**src/rtl/pack_assemble_if.sv**
```systemverilog
// Handshake/bus bundle between the trace word source and the TPIU frame
// assembler. The master drives the halfword stream; the slave returns the
// assembled frame and sync status.
interface pack_assemble_if;
  logic         WdAvail;
  logic [15:0]  TraceWord;
  logic         Resync;
  logic         PkAvail;
  logic [127:0] Packet;
  logic         Synced;
  logic         SyncInd;
  logic         FrameDrop;

  modport master (
    output WdAvail, TraceWord, Resync,
    input  PkAvail, Packet, Synced, SyncInd, FrameDrop
  );

  modport slave (
    input  WdAvail, TraceWord, Resync,
    output PkAvail, Packet, Synced, SyncInd, FrameDrop
  );
endinterface

```
**src/rtl/pack_assemble.sv**
```systemverilog
// TPIU frame assembler: finds full-frame sync (FFFF,7FFF) in the halfword
// stream, strips halfword syncs (7FFF) and packs eight data halfwords into
// one 128-bit frame, announced by toggling PkAvail.
module pack_assemble #(
  parameter int STRETCHLOG2 = 24
) (
  input  logic            clk,
  input  logic            rst_n,
  pack_assemble_if.slave  bus
);

  typedef enum logic {UNSYNC = 1'b0, RX_FRAME = 1'b1} state_t;

  state_t                 state_q, state_d;
  logic [2:0]             count_q, count_d;
  logic                   lastv_q, lastv_d;
  logic [STRETCHLOG2-1:0] stretch_q, stretch_d;
  logic                   fdrop_d;
  logic [15:0]            last_q;
  logic [127:0]           asm_q;
  logic [127:0]           packet_q;
  logic                   pkavail_q;
  logic                   synced_q;
  logic                   fdrop_q;

  logic strobe;
  logic full_sync;
  logic store;
  logic complete;

  // A strobe coinciding with Resync is lost entirely.
  assign strobe    = bus.WdAvail && !bus.Resync;
  assign full_sync = strobe && lastv_q && (last_q == 16'hFFFF) &&
                     (bus.TraceWord == 16'h7FFF);
  assign store     = strobe && !full_sync && lastv_q &&
                     (last_q != 16'h7FFF) && (state_q == RX_FRAME);
  assign complete  = store && (count_q == 3'd7);

  // Next-state decode for sync state, halfword index, delay-line valid and stretch counter.
  always_comb begin
    state_d   = state_q;
    count_d   = count_q;
    lastv_d   = lastv_q;
    stretch_d = (stretch_q != '0) ? stretch_q - 1'b1 : stretch_q;
    fdrop_d   = 1'b0;
    if (bus.Resync) begin
      state_d = UNSYNC;
      count_d = 3'd0;
      lastv_d = 1'b0;
    end else if (bus.WdAvail) begin
      lastv_d = 1'b1;
      if (full_sync) begin
        state_d   = RX_FRAME;
        count_d   = 3'd0;
        lastv_d   = 1'b0;
        stretch_d = '1;
        fdrop_d   = (state_q == RX_FRAME) && (count_q != 3'd0);
      end else if (store) begin
        // 7 -> 0 wrap coincides with frame completion.
        count_d = count_q + 3'd1;
      end
    end
  end

  // Control FSM and registered outputs.
  always_ff @(posedge clk or negedge rst_n) begin
    if (!rst_n) begin
      state_q   <= UNSYNC;
      count_q   <= 3'd0;
      lastv_q   <= 1'b0;
      stretch_q <= '0;
      packet_q  <= '0;
      pkavail_q <= 1'b0;
      synced_q  <= 1'b0;
      fdrop_q   <= 1'b0;
    end else begin
      state_q   <= state_d;
      count_q   <= count_d;
      lastv_q   <= lastv_d;
      stretch_q <= stretch_d;
      synced_q  <= (state_d == RX_FRAME);
      fdrop_q   <= fdrop_d;
      if (complete) begin
        packet_q  <= {last_q, asm_q[111:0]};
        pkavail_q <= ~pkavail_q;
      end
    end
  end

  // Delay line and partial-frame assembly; contents are qualified by lastv_q/count_q.
  always_ff @(posedge clk) begin
    if (strobe) begin
      last_q <= bus.TraceWord;
    end
    if (store) begin
      asm_q[16*count_q +: 16] <= last_q;
    end
  end

  assign bus.PkAvail   = pkavail_q;
  assign bus.Packet    = packet_q;
  assign bus.Synced    = synced_q;
  assign bus.SyncInd   = (stretch_q != '0);
  assign bus.FrameDrop = fdrop_q;

endmodule

```
**src/flat_wrapper.sv**
```systemverilog
// flat-port wrapper written by rule: the top's interface ports become plain ports
module pack_assemble_flat 
#(
  parameter int STRETCHLOG2 = 24
)
  (clk, rst_n, bus_WdAvail, bus_TraceWord, bus_Resync, bus_PkAvail, bus_Packet, bus_Synced, bus_SyncInd, bus_FrameDrop);
  pack_assemble_if bus_i ();
  input  logic clk;
  input  logic rst_n;
  input wire logic [$bits(bus_i.WdAvail)-1:0] bus_WdAvail;
  input wire logic [$bits(bus_i.TraceWord)-1:0] bus_TraceWord;
  input wire logic [$bits(bus_i.Resync)-1:0] bus_Resync;
  output wire logic [$bits(bus_i.PkAvail)-1:0] bus_PkAvail;
  output wire logic [$bits(bus_i.Packet)-1:0] bus_Packet;
  output wire logic [$bits(bus_i.Synced)-1:0] bus_Synced;
  output wire logic [$bits(bus_i.SyncInd)-1:0] bus_SyncInd;
  output wire logic [$bits(bus_i.FrameDrop)-1:0] bus_FrameDrop;
  assign bus_i.WdAvail = bus_WdAvail;
  assign bus_i.TraceWord = bus_TraceWord;
  assign bus_i.Resync = bus_Resync;
  assign bus_PkAvail = bus_i.PkAvail;
  assign bus_Packet = bus_i.Packet;
  assign bus_Synced = bus_i.Synced;
  assign bus_SyncInd = bus_i.SyncInd;
  assign bus_FrameDrop = bus_i.FrameDrop;
  pack_assemble #(.STRETCHLOG2(STRETCHLOG2)) u_core (.clk(clk), .rst_n(rst_n), .bus(bus_i));
endmodule
```
**config.mk**
```make
export PLATFORM = sky130hd
export DESIGN_NAME = pack_assemble_flat
export DESIGN_NICKNAME = d
export VERILOG_FILES = /design/src/rtl/pack_assemble_if.sv /design/src/rtl/pack_assemble.sv /design/src/flat_wrapper.sv
export SDC_FILE = /design/constraint.sdc
export NUM_CORES = 1
export LEC_CHECK = 0
export CORE_ASPECT_RATIO = 0.7
export CORE_UTILIZATION = 50
export DETAILED_ROUTE_END_ITERATION = 10
export PLACE_DENSITY = 0.8
export RECOVER_POWER = 25
export SLEW_MARGIN = 20
export SYNTH_ARGS = -nofsm -noshare
export SYNTH_HDL_FRONTEND = slang
export SYNTH_SLANG_ARGS = --single-unit
```
**constraint.sdc**
```tcl
create_clock -name clk -period 3.5 [get_ports clk]
set_input_delay 0.7 -clock clk [delete_from_list [all_inputs] [get_ports clk]]
set_output_delay 0.7 -clock clk [all_outputs]
set_load 0.05 [all_outputs]
```
* Yosys cells after proc, flatten, opt, wreduce, memory -nomap -nowiden
Index checks and enable logic that the tools add are counted.
** Operators by class
- $add $sub $neg :: 3
- $mul :: 0
- Div/mod/pow operators :: 0
- Magnitude comparators :: 0
- Equal/unequal tests :: 4
- Shifts and indexed selects :: 2
- Muxes and demuxes :: 18
- Bitwise logic cells :: 1
- Reduce and logical (&&, ||, !) cells :: 19
** Operators with widths (number)
- $bwmux W128 :: 1
- $shift A16 B34 Y128 const A :: 1
- $shiftx A16 B34 Y128 :: 1
- $mux W24 :: 4
- $neg A7 Y34 :: 1
- $reduce_bool A24 Y1 :: 1
- $sub A24 B1 Y24 const B :: 1
- $eq A16 B15 Y1 const B :: 1
- $eq A16 B16 Y1 const B :: 1
- $ne A16 B15 Y1 const B :: 1
- $mux W3 :: 4
- $logic_and A1 B1 Y1 :: 10
- $mux W1 :: 9
- $reduce_bool A3 Y1 :: 2
- $reduce_and A2 Y1 :: 2
- $reduce_bool A2 Y1 :: 2
- $add A3 B1 Y3 const B :: 1
- $eq A3 B3 Y1 const B :: 1
- $logic_not A1 Y1 :: 2
- $not A1 Y1 :: 1
** Storage, ports and cells
- Register bits after elaboration :: 303
- Bits in latches :: 0
- Memory bits (writable) :: 0
- Memory bits (read-only) :: 0
- Memories :: 0

* Depth between registers and ports, before layout
Gate-level depths: netlist of the first run.
- Depth in word-level cells :: 14
- Depth in mapped cells :: 8
- Depth with buffers taken out :: 7

* Least setup slack after synthesis of the first run
OpenSTA, ideal clock, no wires.
- Kind :: input -> register
- Start point :: input bus_WdAvail
- End point :: register u_core.asm_q[100] (enable)
- Arrival :: 3.905 ns
- Required time :: 3.064 ns
- Setup slack :: -0.841 ns
- Stages on the path :: 5
- Path buffers :: 1
- Cell sequence :: nor2b_1 > and3_1 > clkbuf_1 > nand2_1 > nor4b_1
** Between the ends
- Longest elaborated chain between the ends :: 9
** RTL lines
- start: declaration :: RTL line flat_wrapper.sv:10 : input wire logic [$bits(bus_i.WdAvail)-1:0] bus_WdAvail;
- $logic_and A1 B1 Y1 * :: RTL line pack_assemble.sv:32 : assign strobe = bus.WdAvail && !bus.Resync;
- $logic_and A1 B1 Y1 (3 in series) :: RTL line pack_assemble.sv:33 : assign full_sync = strobe && lastv_q && (last_q == 16'hFFFF) &&
- $logic_not A1 Y1 :: RTL line pack_assemble.sv:35 : assign store = strobe && !full_sync && lastv_q &&
- $logic_and A1 B1 Y1 * (3 in series) :: RTL line pack_assemble.sv:35
- $logic_and A1 B1 Y1 * :: RTL line pack_assemble.sv:36 : (last_q != 16'h7FFF) && (state_q == RX_FRAME);
- end signal: indexed assignment :: RTL line pack_assemble.sv:96 : asm_q[16*count_q +: 16] <= last_q;
- end: declaration :: RTL line pack_assemble.sv:20 : logic [127:0] asm_q;
Every way passes the cells marked *; elsewhere a longest branch is shown, timed or not.
A chain may end at the register's enable or synchronous reset.

* Final worst setup path of the first run
- Start point :: register u_core.stretch_q[1]
- End point :: output bus_SyncInd
** Between the ends
- Longest elaborated chain between the ends :: 1
** RTL lines
- start: declaration :: RTL line pack_assemble.sv:17 : logic [STRETCHLOG2-1:0] stretch_q, stretch_d;
- start signal: assignment :: RTL line pack_assemble.sv:80 : stretch_q <= stretch_d;
- $reduce_bool A24 Y1 :: RTL line pack_assemble.sv:103 : assign bus.SyncInd = (stretch_q != '0);
- end: declaration :: RTL line flat_wrapper.sv:16 : output wire logic [$bits(bus_i.SyncInd)-1:0] bus_SyncInd;
No other way between the ends.

==> results of run 1 <==
## per-stage QoR
| step | setup TNS (ns) | area (sq um) | std cells |
|---|---|---|---|
| finish | 0 | 14600 | 1244 |
| global route | 0 | 14600 | 1244 |
| CTS | 0 | 14600 | 1244 |
| detailed placement | 0 | 13700 | 1196 |
| global placement | 0 | 13700 | 1196 |
| floorplan | -1.98 | 11800 | 733 |
## cell type report
class / instances / area [sq um] / share of cell area
clock buffers: 38 / 766 / 0.0525
clock inverters: 10 / 136 / 0.00935
inverters: 8 / 30.0 / 0.00206
multi-input cells: 410 / 3680 / 0.252
flip-flops and latches: 287 / 7830 / 0.536
well taps: 312 / 390 / 0.0267
repair buffers: 179 / 1770 / 0.121
## worst max-delay path, stage by stage, from the launching register on
cell and delay (ns):
sky130_fd_sc_hd__dfrtp_2 0.44, sky130_fd_sc_hd__inv_1 0.09, sky130_fd_sc_hd__ha_1 0.17, sky130_fd_sc_hd__or3b_2 0.50, sky130_fd_sc_hd__or4_4 0.49, sky130_fd_sc_hd__nor2_2 0.15, sky130_fd_sc_hd__nand2_1 0.10, sky130_fd_sc_hd__buf_4 0.22
## report_power, final
part	switching [uW]	leakage (uW)	internal [uW]	total (uW)
sequential	29.8	0.00307	3520	3550
clock	1220	0.000441	1740	2960
combinational	84.4	0.00250	32.7	117
## synthesized netlist by cell type (all sizes together)
library cell and count:
a2111oi 1, a211o 1, a211oi 4, a21boi 1
a21o 1, a21oi 5, a22oi 1, a311o 1
and2 113, and3 7, and3b 1, buf 14
clkbuf 14, dfrtp 159, edfxtp 128, ha 9
inv 8, mux2 127, mux2i 4, nand2 25
nand2b 2, nand3 12, nand4 8, nand4b 1
nor2 17, nor2b 1, nor3 14, nor3b 1
nor4 6, nor4b 3, nor4bb 1, o211ai 5
o21a 1, o21ai 7, o311ai 1, o31ai 5
or2 1, or3 6, or3b 1, or4 6
xnor2 8, xor2 2
## how the worst min path moves through the flow
| stage | endpoint | slack (ns) | cells past startpoint |
|---|---|---|---|
| 2_1_floorplan | u_core.bus.FrameDrop$_DFF_PN0_ | 0.40 | 0 |
| 3_3_place_gp | u_core.bus.Packet[98]$_DFFE_PN0P_ | 0.44 | 1 |
| 3_5_place_dp | u_core.bus.Packet[101]$_DFFE_PN0P_ | 0.45 | 1 |
| 4_1_cts | u_core.bus.Packet[42]$_DFFE_PN0P_ | 0.21 | 1 |
| 5_1_grt | u_core.bus.Packet[73]$_DFFE_PN0P_ | 0.47 | 1 |
| 6_report | u_core.bus.Packet[101]$_DFFE_PN0P_ | 0.45 | 1 |
## logic make-up (layout without fill, tap and decap cells)
family / after synthesis / after routing / share of synthesized area
flops: 287 / 287 / 0.663
simple gates: 226 / 226 / 0.115
mux: 131 / 131 / 0.156
buf+inv: 36 / 235 / 0.0285
compound gates: 34 / 34 / 0.0196
xor+xnor: 10 / 10 / 0.00743
fa+ha+maj: 9 / 9 / 0.00955
## timing repair
item | in CTS | in global routing
setup buffers | 0 | 0
endpoints found under the setup margin | 0 | 1
gates resized for setup | 0 | 3
## sequential cells by signal, summed over array words and instances (netlist names)
name	count
u_core.bus.Packet	128
u_core.asm_q	112
u_core.last_q	16
u_core.state_q	1
u_core.bus.PkAvail	1
u_core.count_q	3
u_core.stretch_q	24
u_core.bus.FrameDrop	1
u_core.lastv_q	1
## layer usage
metal / vias to the layer above / GRT usage / share of wire
met5: - / 0 / 0
met4: 0 / 0.0535 / 0.024
met3: 41 / 0.0407 / 0.072
met2: 250 / 0.314 / 0.43
met1: 3260 / 0.336 / 0.48
li1: 3002 / - / -
==> results list, run 1 <==
- Portion of synthesized cell area occupied by the leading cell type: 0.337
- CTS sink count: around 290
* Hold Fails Final Rpt: 0
* Critical register-to-register path startpoint: u_core.last_q[10]$_DFFE_PN_
* Buffers from clock root to sink, at most: 3
- The biggest area contributor in the post-synthesis netlist is sky130_fd_sc_hd__dfrtp_1.
- The tightest min-delay check is of the reg2reg type.
* P per Cell Area: around 450 nW/um^2
- The startpoint identified for the worst hold timing path is u_core.asm_q[101]$_DFFE_PP_.
- Timing would allow up to 295 MHz.
- Routability-driven placement finished with a final weighted congestion of about 0.84.
- Final number of max-transition violations: 76
- Clock input transition at the sequential cells of the worst setup and hold paths: around 0.060 ns
* Pin count of the biggest net entering global routing: 76
- The run finished, with violations left.
- Worst ir drop on vdd: 0.339 mV
- Number of search-and-repair iterations in the first detailed-routing pass: 5
* Total number of H-tree levels: 1
* Fill cell instance count of the final layout: roughly 1700
* Half-perimeter wire length after detailed placement: ~17000 um
- The number of global-route vias before repair was 6337.
- Number of diodes added for antenna fixing: 0
* Number of cell instances on the worst register-to-register path: 5
* Number of placement rows: between 40 and 50
- Synthesis produced a netlist with a net count of about 760.
- The initial utilization of the core area, before any placement, comes to 0.515.
* Slew at the pin closest to its max-slew limit: 1.89 ns
- Cell leakage power: around 0.0060 uW
* Total vias in the final route: approximately 6600
- Fin nets: roughly 940
- Critical path launch point: u_core.stretch_q[1]$_DFF_PN0_
* Die height: about 130 um
- Dividing the synthesized area by the synthesized cell count gives roughly 16 sq um.
- WP data arrival: 2.69 ns
- Port buffering added ~150 buffers.
- The first global-routing pass estimated 38400 um of wire.
- During synthesis, Yosys emitted a total of 0 warnings.
- Clock tree from TritonCTS: built
- CP Data Required Time: 2.80 ns
- In the layout the commonest cells are 157 x sky130_fd_sc_hd__dfrtp_1, 133 x sky130_fd_sc_hd__clkdlybuf4s50_1, 128 x sky130_fd_sc_hd__edfxtp_1.
* Global-route congestion overflow total: 0
* Total GRT Usage: 0.216
- Of the cells placed in the final design, the portion with a size suffix greater than 1 is 0.207.
- The final layout contains routed wiring with a total length of 25600 um.
- Most common library cell in the layout ignoring fill and taps: sky130_fd_sc_hd__dfrtp_1
- The die is between 150 and 200 um wide.
* Count of nets left with antenna violations after detail routing: 0
- Dividing the detail-routed via count by the number of cells gives 5.27.
- In the post-synthesis netlist, the biggest area contributors are sky130_fd_sc_hd__dfrtp_1 34%, sky130_fd_sc_hd__edfxtp_1 33%, sky130_fd_sc_hd__mux2_4 13%.
- Skew final: 0.0186 ns
* Violated checks: capacitance limit, slew limit
- The number of different library cells used by synthesis comes to approximately 50.
* Critical path capture point: bus_SyncInd
* Die outline area: around 24000 sq um
- The worst path needs approximately 3.4 ns of the cycle, external delays included.
- Layout Area Growth over Synthesis: 23.8%
- RSZ-0062 raised after global routing: no
* Core area: around 23000 sq um
- Root buffer cell: sky130_fd_sc_hd__clkbuf_16
- Worst-case hold slack: approximately 0.45 ns
- After detailed routing, the number of remaining DRC violations is 0.
* Routed wire length per instance: between 20 and 25 um
- Of the synthesized area, sequential elements account for 0.663.
- The tool flagged a number of max-cap violations equal to 1.
* Startpoint types: register
- Worst R2R Setup Slack: between 0.6 and 0.7 ns
* Post-route core utilization: 0.637
- Worst slack, placed: ~0.19 ns
- In this run the worst path has a maximum fanout of 5.
- Portion of the clock cycle consumed by the worst path in the final layout: 0.968
- During I/O placement, the number of pins put on the boundary was ~150.
- #FFs+latches synth: 287
- Setup violation total in the final timing report: 0
- The number of antenna violations at the first check in global routing is 1.
* Slew HR: -0.258
- Reg-to-Reg End: u_core.asm_q[110]$_DFFE_PP_
- Number of clock buffers inserted by TritonCTS: 26
- Hold repair after CTS inserted 0 buffers.
* Netlist area before placement: between 10000 and 15000 sq um
- Worst-case setup margin in the final layout: around 0.11 ns
* DR iter-0 viols: around 560
* WS Path Type: reg2out
- STA classifies the critical path endpoint as an output pin.
* Sum of internal, switching and leakage power: about 6600 uW
* Synthesized netlist cell count: 733
* Skew-Pair Late Insertion Delay: between 0.5 and 0.6 ns
Note: power is estimated with default switching activity, not from simulation.
==> inputs of run 2 (changes only) <==
--- a/config.mk
+++ b/config.mk
@@ -5,6 +5,7 @@
 export SDC_FILE = /design/constraint.sdc
 export NUM_CORES = 1
 export LEC_CHECK = 0
+export CAP_MARGIN = 0
 export CORE_ASPECT_RATIO = 0.7
 export CORE_UTILIZATION = 50
 export DETAILED_ROUTE_END_ITERATION = 10
==> results of run 2 <==
Same layout as run 1: the final DEF is identical, and so are final timing and power.
==> inputs of run 3 (changes only) <==
--- a/config.mk
+++ b/config.mk
@@ -9,7 +9,8 @@
 export CORE_ASPECT_RATIO = 0.7
 export CORE_UTILIZATION = 50
 export DETAILED_ROUTE_END_ITERATION = 10
-export PLACE_DENSITY = 0.8
+export MAX_ROUTING_LAYER = met4
+export PLACE_DENSITY = 0.81
 export RECOVER_POWER = 25
 export SLEW_MARGIN = 20
 export SYNTH_ARGS = -nofsm -noshare
==> run 3 against run 2 <==
Effect of this change: the flow still finishes with violations (capacitance limit, slew limit); first-iteration DRC count is 13% higher; highest routed layer unchanged; clock-buffer cell count shrank 2; sequential cell count unchanged.
==> results list, run 3 (synthesis gave the netlist of run 1 again) <==
* Portion of the clock cycle consumed by the worst path in the final layout: 0.959 (was 0.968)
* Slew HR: -0.343 (was -0.258)
- The layout-stage area growth over the synthesis result was 23.4% (was 23.8%).
- Clock input transition at the sequential cells of the worst setup and hold paths: 0.06 ns (about the same)
- CP Data Required Time: 2.80 ns (about the same)
- Root buffer cell: sky130_fd_sc_hd__clkbuf_16 (unchanged)
- Number of flip-flops under the largest register name: 128 (unchanged)
* Number of search-and-repair iterations in the first detailed-routing pass: 5 (unchanged)
* Critical Path Max Stage Delay: 0.50 ns (about the same)
* Half-perimeter wire length after detailed placement: 16400 um (was 16600 um)
- The post-detailed-routing wire length came to 25400 um (was 25600 um).
* Cell leakage power: 0.00600 uW (was 0.00601 uW)
- WS Path Type: reg2out (unchanged)
* Global-route congestion overflow total: 0 (unchanged)
- RSZ-0062 raised after global routing: no (unchanged).
- Series of cell instances along the critical path: inv_1 -> ha_1 -> or3b_2 -> or4_4 -> nor2_4 -> nand2_1 -> buf_4 (was inv_1 -> ha_1 -> or3b_2 -> or4_4 -> nor2_2 -> nand2_1 -> buf_4).
* Sum Neg Setup Slack: 0 ns (unchanged)
- Post-CTS setup-driven buffer insertion count: 0 (unchanged)
* Hold Fails Final Rpt: 0 (unchanged)
* Global-route wire length before repair: 38700 um (was 38400 um)
- The startpoint of the worst register-to-register path was u_core.count_q[0]$_DFFE_PN0P_ (was u_core.last_q[10]$_DFFE_PN_).
- Worst R2R Setup Slack: 0.62 ns (was 0.66 ns)
* Count of port buffers added during placement: 151 (unchanged)
* Critical path's top delay family: simple AND/OR/NAND/NOR gates (unchanged)
* Startpoint types: register (unchanged)
* Number of diodes added for antenna fixing: 0 (unchanged)
* Most common library cell in the layout ignoring fill and taps: sky130_fd_sc_hd__dfrtp_1 (unchanged)
- Top library cells by usage in the layout, fill and taps aside: 158 x sky130_fd_sc_hd__dfrtp_1, 133 x sky130_fd_sc_hd__clkdlybuf4s50_1, 128 x sky130_fd_sc_hd__edfxtp_1 (was 157 x sky130_fd_sc_hd__dfrtp_1, 133 x sky130_fd_sc_hd__clkdlybuf4s50_1, 128 x sky130_fd_sc_hd__edfxtp_1).
- The power density of the placed cells is 455 nW/um^2 (was 454 nW/um^2).
- Skew-Pair Late Insertion Delay: 0.54 ns (about the same)
- The startpoint of the tightest hold check path is u_core.asm_q[111]$_DFFE_PP_ (was u_core.asm_q[101]$_DFFE_PP_).
- The number of antenna violations at the first check in global routing came to 2 (was 1).
* Count of nets left with antenna violations after detail routing: 0 (unchanged)
- The overall power is 6620 uW (was 6630 uW).
* Achievable clock frequency: 298 MHz (was 295 MHz)
- Number of gates resized after CTS: 0 (unchanged)
- The overall fraction of global-route tracks in use came to 0.222 (was 0.216).
- Setup violation total in the final timing report: 0 (unchanged)
- Total number of H-tree levels: 1 (unchanged)
- The slew at the pin with the worst max-slew slack was 2.01 ns (was 1.89 ns).
- CTS sink count: 287 (unchanged)
- The number of global-route vias before repair came to 6489 (was 6337).
* DRC violation count after routing: 0 (unchanged)
- The origin of the worst setup path is u_core.stretch_q[0]$_DFF_PN0_ (was u_core.stretch_q[1]$_DFF_PN0_).
- Skew final: 0.0125 ns (was 0.0186 ns)
* Pin count of the biggest net entering global routing: 78 (was 76)
* Core area: 22900 sq um (unchanged)
- Maximum fanout along the worst path: 5 (unchanged)
- Die outline area: 24200 sq um (unchanged)
- Final number of max-transition violations: 78 (was 76)
- The count of boundary I/O pins came to 152 (unchanged).
- The number of buffer and inverter stages on the critical path was 2 (unchanged).
* Period minus WS final: 3.36 ns (was 3.39 ns)
- The hold buffer count at CTS was 0 (unchanged).
- The core occupancy in the finished layout came to 0.635 (was 0.637).
- Max-cap violations: 1 (unchanged)
- Violated checks: capacitance limit, slew limit (unchanged).
- The DRC marker count from the first detailed-route iteration is 629 (was 556).
- Vias/cell: 5.27 (about the same)
- The number of nets in the finished design came to 937 (was 941).
- The average wire per standard cell came to 20.5 um (about the same).
- The floorplan die width was 186 um (unchanged).
- Total vias in the final route: 6539 (was 6553)
- The class of the worst hold path was reg2reg (unchanged).
- The routability congestion estimate is 0.853 (was 0.843).
- Critical path capture point type: output pin (unchanged)
* WP data arrival: 2.66 ns (was 2.69 ns)
* Number of placement rows: 46 (unchanged)
- Buffers from clock root to sink, at most: 3 (unchanged)
- Share of cells above drive strength 1: 0.202 (was 0.207)
* Slowest stage cell, crit path: sky130_fd_sc_hd__or3b_2 (unchanged)
- The number of clock buffers inserted by TritonCTS is 27 (was 26).
- The height of the chip came to 130 um (unchanged).
- Run status: finished with violations (unchanged).
* Worst ir drop on vdd: 0.361 mV (was 0.339 mV)
- Initial standard-cell utilization of the core: 0.515 (unchanged)
- The number of fill cells in the layout came to 1666 (was 1682).
- Clock tree from TritonCTS: built (unchanged)
-- run 3: worst paths after layout --
check | to | depth (start not counted)
worst min register to register | u_core.bus.Packet[111]$_DFFE_PN0P_ | 1
max in group asynchronous | u_core.stretch_q[0]$_DFF_PN0_ | 2
worst max-delay path | bus_SyncInd | 7
min in group asynchronous | u_core.bus.Packet[45]$_DFFE_PN0P_ | 1
worst max register to register | u_core.asm_q[7]$_DFFE_PP_ | 6
worst min-delay path | u_core.bus.Packet[111]$_DFFE_PN0P_ | 1
-- run 3: where the power goes --
group	switching (uW)	leakage, uW	internal (uW)
clock	1230	0.000444	1720
combinational	73.1	0.00248	29.5
sequential	43.3	0.00307	3520
-- run 3: per-stage QoR --
| stage | hold slack (ns) | worst slack (ns) | cells | area (sq um) |
|---|---|---|---|---|
| global route | 0.474 | 0.0187 | 1241 | 14600 |
| finish | 0.454 | 0.142 | 1241 | 14600 |
| global placement | 0.435 | 0.256 | 1190 | 13700 |
| detailed placement | 0.447 | 0.204 | 1190 | 13700 |
| CTS | 0.215 | 0.0289 | 1240 | 14500 |
| floorplan | 0.404 | -0.0618 | 733 | 11800 |
-- run 3: routing by layer --
layer  vias up  wire length, um  global-route usage
li1       2988                -                   -
met1      3289            12300               0.333
met2       228            11000               0.315
met3        34             1800              0.0438
met4         0              401              0.0458
met5         -                0                   -
-- run 3: cell type report --
type,count,area (sq um),share of cell area
Clock buffer,36,749,0.0515
Clock inverter,14,144,0.00989
Tap cell,312,390,0.0268
Sequential cell,287,7820,0.538
Timing Repair Buffer,174,1730,0.119
Multi-Input combinational cell,410,3680,0.253
Inverter,8,30.0,0.00206
